## config.mk

```make
export PLATFORM = sky130hd
export DESIGN_NAME = rst_sequencer_flat
export DESIGN_NICKNAME = d
export VERILOG_FILES = /design/src/rtl/rst_sequencer_if.sv /design/src/rtl/rst_sequencer.sv /design/src/flat_wrapper.sv
export SDC_FILE = /design/constraint.sdc
export NUM_CORES = 1
export LEC_CHECK = 0
export ABC_AREA = 1
export BUFFER_PORTS_ARGS = -buffer_cell sky130_fd_sc_hd__buf_2
export CAP_MARGIN = 10
export CORE_MARGIN = 2
export CORE_UTILIZATION = 64
export CTS_BUF_LIST = sky130_fd_sc_hd__clkbuf_4 sky130_fd_sc_hd__clkbuf_8
export DETAILED_ROUTE_END_ITERATION = 16
export PLACE_DENSITY_LB_ADDON = 0.12
export SLEW_MARGIN = 15
export SYNTH_ARGS = -nofsm -noshare
export SYNTH_HDL_FRONTEND = slang
export SYNTH_SLANG_ARGS = --single-unit
export TNS_END_PERCENT = 50
```

## constraint.sdc

```tcl
create_clock -name pclk -period 3.5 [get_ports pclk]
set_input_delay 0.175 -clock pclk [delete_from_list [all_inputs] [get_ports pclk]]
set_output_delay 0.175 -clock pclk [all_outputs]
set_load 0.05 [all_outputs]
```

## src/rtl/rst_sequencer_if.sv

```systemverilog
// Reset-sequencer bus: PLL lock and software request in, per-domain resets and ready out.
interface rst_sequencer_if #(
    parameter int unsigned NUM_DOMAINS = 3
);
    logic                   locked;
    logic                   sw_rst_req;
    logic [NUM_DOMAINS-1:0] rst_dom;
    logic                   ready;

    modport master (
        output locked,
        output sw_rst_req,
        input  rst_dom,
        input  ready
    );

    modport slave (
        input  locked,
        input  sw_rst_req,
        output rst_dom,
        output ready
    );
endinterface

```

## src/rtl/rst_sequencer.sv

```systemverilog
// Lock-driven reset sequencer: releases per-domain resets in index order with
// programmable spacing once the synchronized PLL lock has been stable long enough.
module rst_sequencer #(
    parameter int unsigned NUM_DOMAINS   = 3,
    parameter int unsigned STABLE_CYCLES = 16,
    parameter int unsigned GAP_CYCLES    = 8
) (
    input logic            pclk,
    input logic            rst,
    rst_sequencer_if.slave bus
);
    localparam int unsigned MAX_CYCLES = (STABLE_CYCLES > GAP_CYCLES) ? STABLE_CYCLES : GAP_CYCLES;
    localparam int unsigned CNT_W      = $clog2(MAX_CYCLES + 1);
    localparam int unsigned IDX_W      = (NUM_DOMAINS > 1) ? $clog2(NUM_DOMAINS) : 1;

    localparam logic [CNT_W-1:0] STABLE_LAST = CNT_W'(STABLE_CYCLES);
    localparam logic [CNT_W-1:0] GAP_LAST    = CNT_W'(GAP_CYCLES);
    localparam logic [IDX_W-1:0] IDX_LAST    = IDX_W'(NUM_DOMAINS - 1);

    typedef enum logic [1:0] {
        HOLD    = 2'd0,
        STABLE  = 2'd1,
        RELEASE = 2'd2,
        RUN     = 2'd3
    } state_t;

    logic                   sync_q1;
    logic                   locked_s;
    logic                   abort;
    state_t                 state;
    logic [CNT_W-1:0]       counter;
    logic [CNT_W-1:0]       cnt_nxt;
    logic [IDX_W-1:0]       idx;
    logic [NUM_DOMAINS-1:0] rst_dom;
    logic                   ready;

    // Two-flop synchronizer for the asynchronous PLL lock flag
    always_ff @(posedge pclk or posedge rst) begin
        if (rst) begin
            sync_q1  <= 1'b0;
            locked_s <= 1'b0;
        end else begin
            sync_q1  <= bus.locked;
            locked_s <= sync_q1;
        end
    end

    assign abort   = !locked_s || bus.sw_rst_req;
    // counter holds edges already counted; cnt_nxt includes the current edge
    assign cnt_nxt = counter + CNT_W'(1);

    // Sequencing FSM; releases shift a zero in from the bottom so order is structural
    always_ff @(posedge pclk or posedge rst) begin
        if (rst) begin
            state   <= HOLD;
            counter <= '0;
            idx     <= '0;
            rst_dom <= '1;
            ready   <= 1'b0;
        end else if (abort) begin
            state   <= HOLD;
            counter <= '0;
            idx     <= '0;
            rst_dom <= '1;
            ready   <= 1'b0;
        end else begin
            case (state)
                HOLD, STABLE: begin
                    if (cnt_nxt == STABLE_LAST) begin
                        rst_dom <= rst_dom << 1;
                        counter <= '0;
                        if (NUM_DOMAINS == 1) begin
                            ready <= 1'b1;
                            state <= RUN;
                        end else begin
                            idx   <= IDX_W'(1);
                            state <= RELEASE;
                        end
                    end else begin
                        counter <= cnt_nxt;
                        state   <= STABLE;
                    end
                end
                RELEASE: begin
                    if (cnt_nxt == GAP_LAST) begin
                        rst_dom <= rst_dom << 1;
                        counter <= '0;
                        if (idx == IDX_LAST) begin
                            ready <= 1'b1;
                            state <= RUN;
                        end else begin
                            idx <= idx + IDX_W'(1);
                        end
                    end else begin
                        counter <= cnt_nxt;
                    end
                end
                RUN: begin
                end
                default: begin
                    state <= HOLD;
                end
            endcase
        end
    end

    assign bus.rst_dom = rst_dom;
    assign bus.ready   = ready;
endmodule

```

## src/flat_wrapper.sv

```systemverilog
// flat-port wrapper written by rule: the top's interface ports become plain ports
module rst_sequencer_flat 
#(
    parameter int unsigned NUM_DOMAINS   = 3,
    parameter int unsigned STABLE_CYCLES = 16,
    parameter int unsigned GAP_CYCLES    = 8
)
  (pclk, rst, bus_locked, bus_sw_rst_req, bus_rst_dom, bus_ready);
  rst_sequencer_if #(.NUM_DOMAINS(NUM_DOMAINS)) bus_i ();
  input logic pclk;
  input logic rst;
  input wire logic [$bits(bus_i.locked)-1:0] bus_locked;
  input wire logic [$bits(bus_i.sw_rst_req)-1:0] bus_sw_rst_req;
  output wire logic [$bits(bus_i.rst_dom)-1:0] bus_rst_dom;
  output wire logic [$bits(bus_i.ready)-1:0] bus_ready;
  assign bus_i.locked = bus_locked;
  assign bus_i.sw_rst_req = bus_sw_rst_req;
  assign bus_rst_dom = bus_i.rst_dom;
  assign bus_ready = bus_i.ready;
  rst_sequencer #(.NUM_DOMAINS(NUM_DOMAINS), .STABLE_CYCLES(STABLE_CYCLES), .GAP_CYCLES(GAP_CYCLES)) u_core (.pclk(pclk), .rst(rst), .bus(bus_i));
endmodule
```

== Word level (Yosys, flattened, before mapping) ==
Cells that the tools add are included.

* Register bits after elaboration: 15
* Input bits: 4

* $add $sub $neg: 2
* Eq/ne operators: 9
* Mux-type cells: 22
* Reductions and logical operators: 12

{| class="wikitable"
|+ Operators by type and width
! kind !! number
|-
| 2-bit 2-to-1 mux || 8
|-
| 5-bit 2-to-1 mux || 3
|-
| 5-bit case mux with 2 select lines || 1
|-
| 3-bit 2-to-1 mux || 3
|-
| 3-bit by 1-bit inequality test with 1-bit output (second input constant) || 3
|-
| 3-bit AND reduction || 3
|-
| 2-bit case mux with 2 select lines || 2
|-
| 3-bit case mux with 2 select lines || 1
|-
| 2-bit nonzero test || 3
|-
| 5-bit by 1-bit adder with 5-bit output (second input constant) || 1
|-
| 5-bit by 4-bit == test with 1-bit output (second input constant) || 1
|-
| 5-bit == test (second input constant) || 1
|-
| 2-bit == test (second input constant) || 2
|-
| 1-bit 2-to-1 mux || 4
|-
| 4-bit AND reduction || 1
|-
| 3-bit by 2-bit inequality test with 1-bit output (second input constant) || 1
|-
| 3-bit nonzero test || 1
|-
| 2-bit by 1-bit adder with 2-bit output (second input constant) || 1
|-
| 2-bit by 1-bit == test with 1-bit output (second input constant) || 1
|-
| 2-bit logical NOT || 1
|-
| 2-bit OR reduction || 1
|-
| 1-bit logical NOT || 1
|-
| 1-bit logical OR || 1
|}

== Longest topological paths before layout ==
* Depth in word-level cells: 5
* Gate-level depth with buffers: 11
* Mapped depth without buffers: 11

== Worst setup path after synthesis ==
No wires, ideal clock.

* Kind: register to register
* Start: register u_core.counter[0]
* End: register u_core.idx[1]
* Arrival: 1.335 ns
* Path slack: 2.048 ns
* Stages on the path, launching flop included: 12
* Path buffers: 0
* Period minus slack after synthesis: 1.452 ns
* Path through: dfrtp_1 ha_1 inv_1 nand2_1 nand2_1 nand2_2 clkinv_2 nand3_4 a21oi_4 nand2_2 nand2_1 nand2_1

* Longest elaborated chain between the ends: 4
* Elaborated cells on any way between the ends: 6
* Those cells by class: add/sub (1); eq/ne (4); reduce/logical (1)

{| class="wikitable"
|+ RTL lines
! item !! RTL line !! text
|-
| start: declaration || rst_sequencer.sv:31 || <nowiki>logic [CNT_W-1:0] counter;</nowiki>
|-
| start signal: assignment || rst_sequencer.sv:80 || <nowiki>counter <= cnt_nxt;</nowiki>
|-
| start signal: assignment || rst_sequencer.sv:95 || <nowiki>counter <= cnt_nxt;</nowiki>
|-
| 5-bit by 1-bit adder with 5-bit output (*) || rst_sequencer.sv:50 || <nowiki>assign cnt_nxt = counter + CNT_W'(1);</nowiki>
|-
| 5-bit == test or 5-bit by 4-bit == test with 1-bit output (tied branches) || rst_sequencer.sv:69, rst_sequencer.sv:85 ||
|-
| 3-bit by 1-bit inequality test with 1-bit output (no line) || -- ||
|-
| 4-bit AND reduction (no line) (*) || -- ||
|-
| end signal: assignment || rst_sequencer.sv:92 || <nowiki>idx <= idx + IDX_W'(1);</nowiki>
|-
| end: declaration || rst_sequencer.sv:33 || <nowiki>logic [IDX_W-1:0] idx;</nowiki>
|}

Every way passes the cells marked *; elsewhere a longest branch is shown, timed or not.
A chain may end at the register's enable or synchronous reset.

== Final worst setup path ==
Same ends and word-level chain as after synthesis.

==> out/metrics.cfg <==
[status]
status = complete, no violations

[die]
die_w_um = 40.19
core_area_um2 = 1269
io_pins = 8
start_util_pct = 66.07
rows = 13
die_h_um = 40.19
dieArea_um2 = 1615

[power_and_ir_drop]
leakage_nw = 0.4438
peakVddDrop_uv = 267.0
powerDensity_nw_per_um2 = 345.1

[cells_and_area]
stdcell_count = 132
drive_gt1_share_pct = 25.64
final_nets = 125
mostFrequentLayoutCells = nand2_1, inv_1, dfrtp_1, nand3_1
final_common_cell = nand2_1
antenna_cells = 0
area_growth_pct = 12.39

[yosys]
ys_seq_area_share_pct = 45.22
yosysWarnings = 0
yosys.area_share.simple_pct = 33.73
synth_largest_area_cell = dfrtp_1
synth_top_cell_area_share_pct = 35.82
synthXorXnorAreaFrac_pct = 0
synth.area.mux_share_pct = 0
synth_fp_nets = 111
ys_types = 19
synth_compound_area_share_pct = 8.358
synth_area_leaders = dfrtp_1, nand2_1, dfstp_2
synthAdderAreaFrac_pct = 4.478
synth_cells = 104
synth_seq_cells = 15
synth_area_per_cell_um2 = 8.061
synth_top_family_by_area = simple AND/OR/NAND/NOR gates
synth_area_um2 = 838.3

[cts]
cts_tree = done
cts_max_level = 1
cts_resized = 0
cts_root_buf = clkbuf_4
post_cts_buffers = 0
cts_made_buffers = 3
cts_sinks = 15
cts_buffer_depth = 2
clk_pin_slew_ns = 0.08
insertion_delay_ns = 0.28

[routing]
viasPerCell = 5.288
drtIter0Drc = 9
wire_per_inst_um = 11.67
ant_nets = 0
wl_mm = 1.540
post-route-drc-count = 0
vias = 698
drt_pre_antenna_iters = 4

[setup_path]
crit_top_cell = nand2_1
worstPathMaxFanout = 6
crit_chain = ha_1 > inv_1 > nand2_1 > nand2_1 > nand2_2 > clkinv_2 > nand3_4 > a21oi_4 > nand2_2 > nand2_1 > nand2_1
regToRegEndpoint = u_core.idx[1]
crit_end = u_core.idx[1]
rr_worst_depth = 11
critPathKind = flip-flop to flip-flop
worst_ep_required_time_ns = 3.67
worstPathArrival_ns = 1.80
timing.rr.start = u_core.counter[0]
cpPeakStageDelay_ns = 0.43
cpMaxStageDelayCell = dfrtp_1
rrSetupSlack_ns = 1.87
worst_setup_path_start_kind = flip-flop
critPathCaptureType = flip-flop
worstSetupStartpoint = u_core.counter[0]

[sta]
slew_headroom_pct = 62.96
min_period_ns = 1.631
max_freq_ghz = 0.6132
hold_viol_final = 0
finalMaxSlewViolations = 0
setup_tns_ns = 0
clock_skew_ns = 0.004296
finalCritPeriodShare_pct = 46.60
setup_viol = 0
rsz0062_at_grt = no
worstMarginPinSlew_ns = 0.5549

[grt]
grt_pass1_wl_mm = 2.435
grt_pass1_vias = 635
grt_max_degree = 16
grt.overflow.total = 0
antenna_found_initial = 0
grt_usage_pct = 23.86

[min_path]
hold_start = bus_sw_rst_req
holdCritPathClass = primary input to flip-flop

[placed_design]
placed_cells = 126
port_buffers = 7
hpwl_mm = 1.154
gp_congestion = 0.8378

[job]
maxCapViolations = 0

-- critical path, delay by kind of cell, from the launching register on --
family	cells	cell delay, ns
AO/OA/AOI/OAI	1	0.23
buffers and inverters	2	0.13
flip-flops	1	0.43
adder cells (fa/ha/maj)	1	0.26
AND/OR/NAND/NOR	7	0.47
-- worst min path at each step --
stage / end / slack (ns) / depth (start not counted)
detailed placement: u_core.counter[1] / 0.26 / 2
finish: u_core.bus.rst_dom[0] / 0.14 / 3
global route: u_core.bus.rst_dom[0] / 0.15 / 3
CTS: u_core.bus.rst_dom[0] / 0.14 / 3
global placement: u_core.sync_q1 / 0.24 / 2
floorplan: u_core.bus.ready / 0.07 / 1
-- power breakdown --
part | internal (mW) | leakage, nW | switching, mW
registers | 0.181 | 0.191 | 0.00397
logic | 0.0107 | 0.234 | 0.0246
clock network | 0.0520 | 0.0184 | 0.0530
total | 0.244 | 0.444 | 0.0815
-- registers in the layout (all words and copies together), names as in the netlist --
name / cells
u_core.locked_s: 1
u_core.sync_q1: 1
u_core.state: 2
u_core.bus.ready: 1
u_core.counter: 5
u_core.idx: 2
u_core.bus.rst_dom: 3
-- metal layers --
metal	GRT usage, %	share of wire (%)	up-vias
met5	0	0	-
met4	15.00	1.6	0
met3	5.000	3.0	4
met2	41.53	50	11
met1	26.13	45	327
li1	-	-	356
-- per-stage QoR --
step / utilization, % / hold slack (ns) / total power, mW / setup slack (ns) / area, um^2
3_3_place_gp: 70.32 / 0.2425 / 0.2206 / 1.950 / 892.1
5_1_grt: 74.26 / 0.1512 / 0.3392 / 1.757 / 942.2
6_report: 74.26 / 0.1373 / 0.3251 / 1.869 / 942.2
3_5_place_dp: 70.32 / 0.2567 / 0.2219 / 1.902 / 892.1
4_1_cts: 74.26 / 0.1353 / 0.3281 / 1.874 / 942.2
2_1_floorplan: - / 0.07433 / 0.2133 / 2.048 / 838.3
-- timing repair --
action | CTS | global route
endpoints found under the setup margin | 0 | 0
hold buffers | 2 | 0
hold endpoints to repair | 13 | 0
-- cells by family after synthesis --
family / count (synthesis)
flops: 15
fa+ha+maj: 3
compound gates: 11
buf+inv: 18
simple gates: 57
-- synth_stat cells, drive strengths merged --
cell type	count
dfrtp	12
ha	3
clkinv	1
nor3	2
dfstp	3
nand3	11
a21oi	2
nand4	2
nor2	9
o21ai	9
or2	2
nand2	31
inv	17
-- area by class of cell --
cell class | count | area [um^2]
inverter | 18 | 68.82
fill | 99 | 326.6
tap | 15 | 18.77
timing repair buffer | 9 | 55.05
multi-input combinational | 71 | 390.4
clock buffer | 4 | 30.03
sequential | 15 | 379.1
Power figures use the tool's default switching activity.
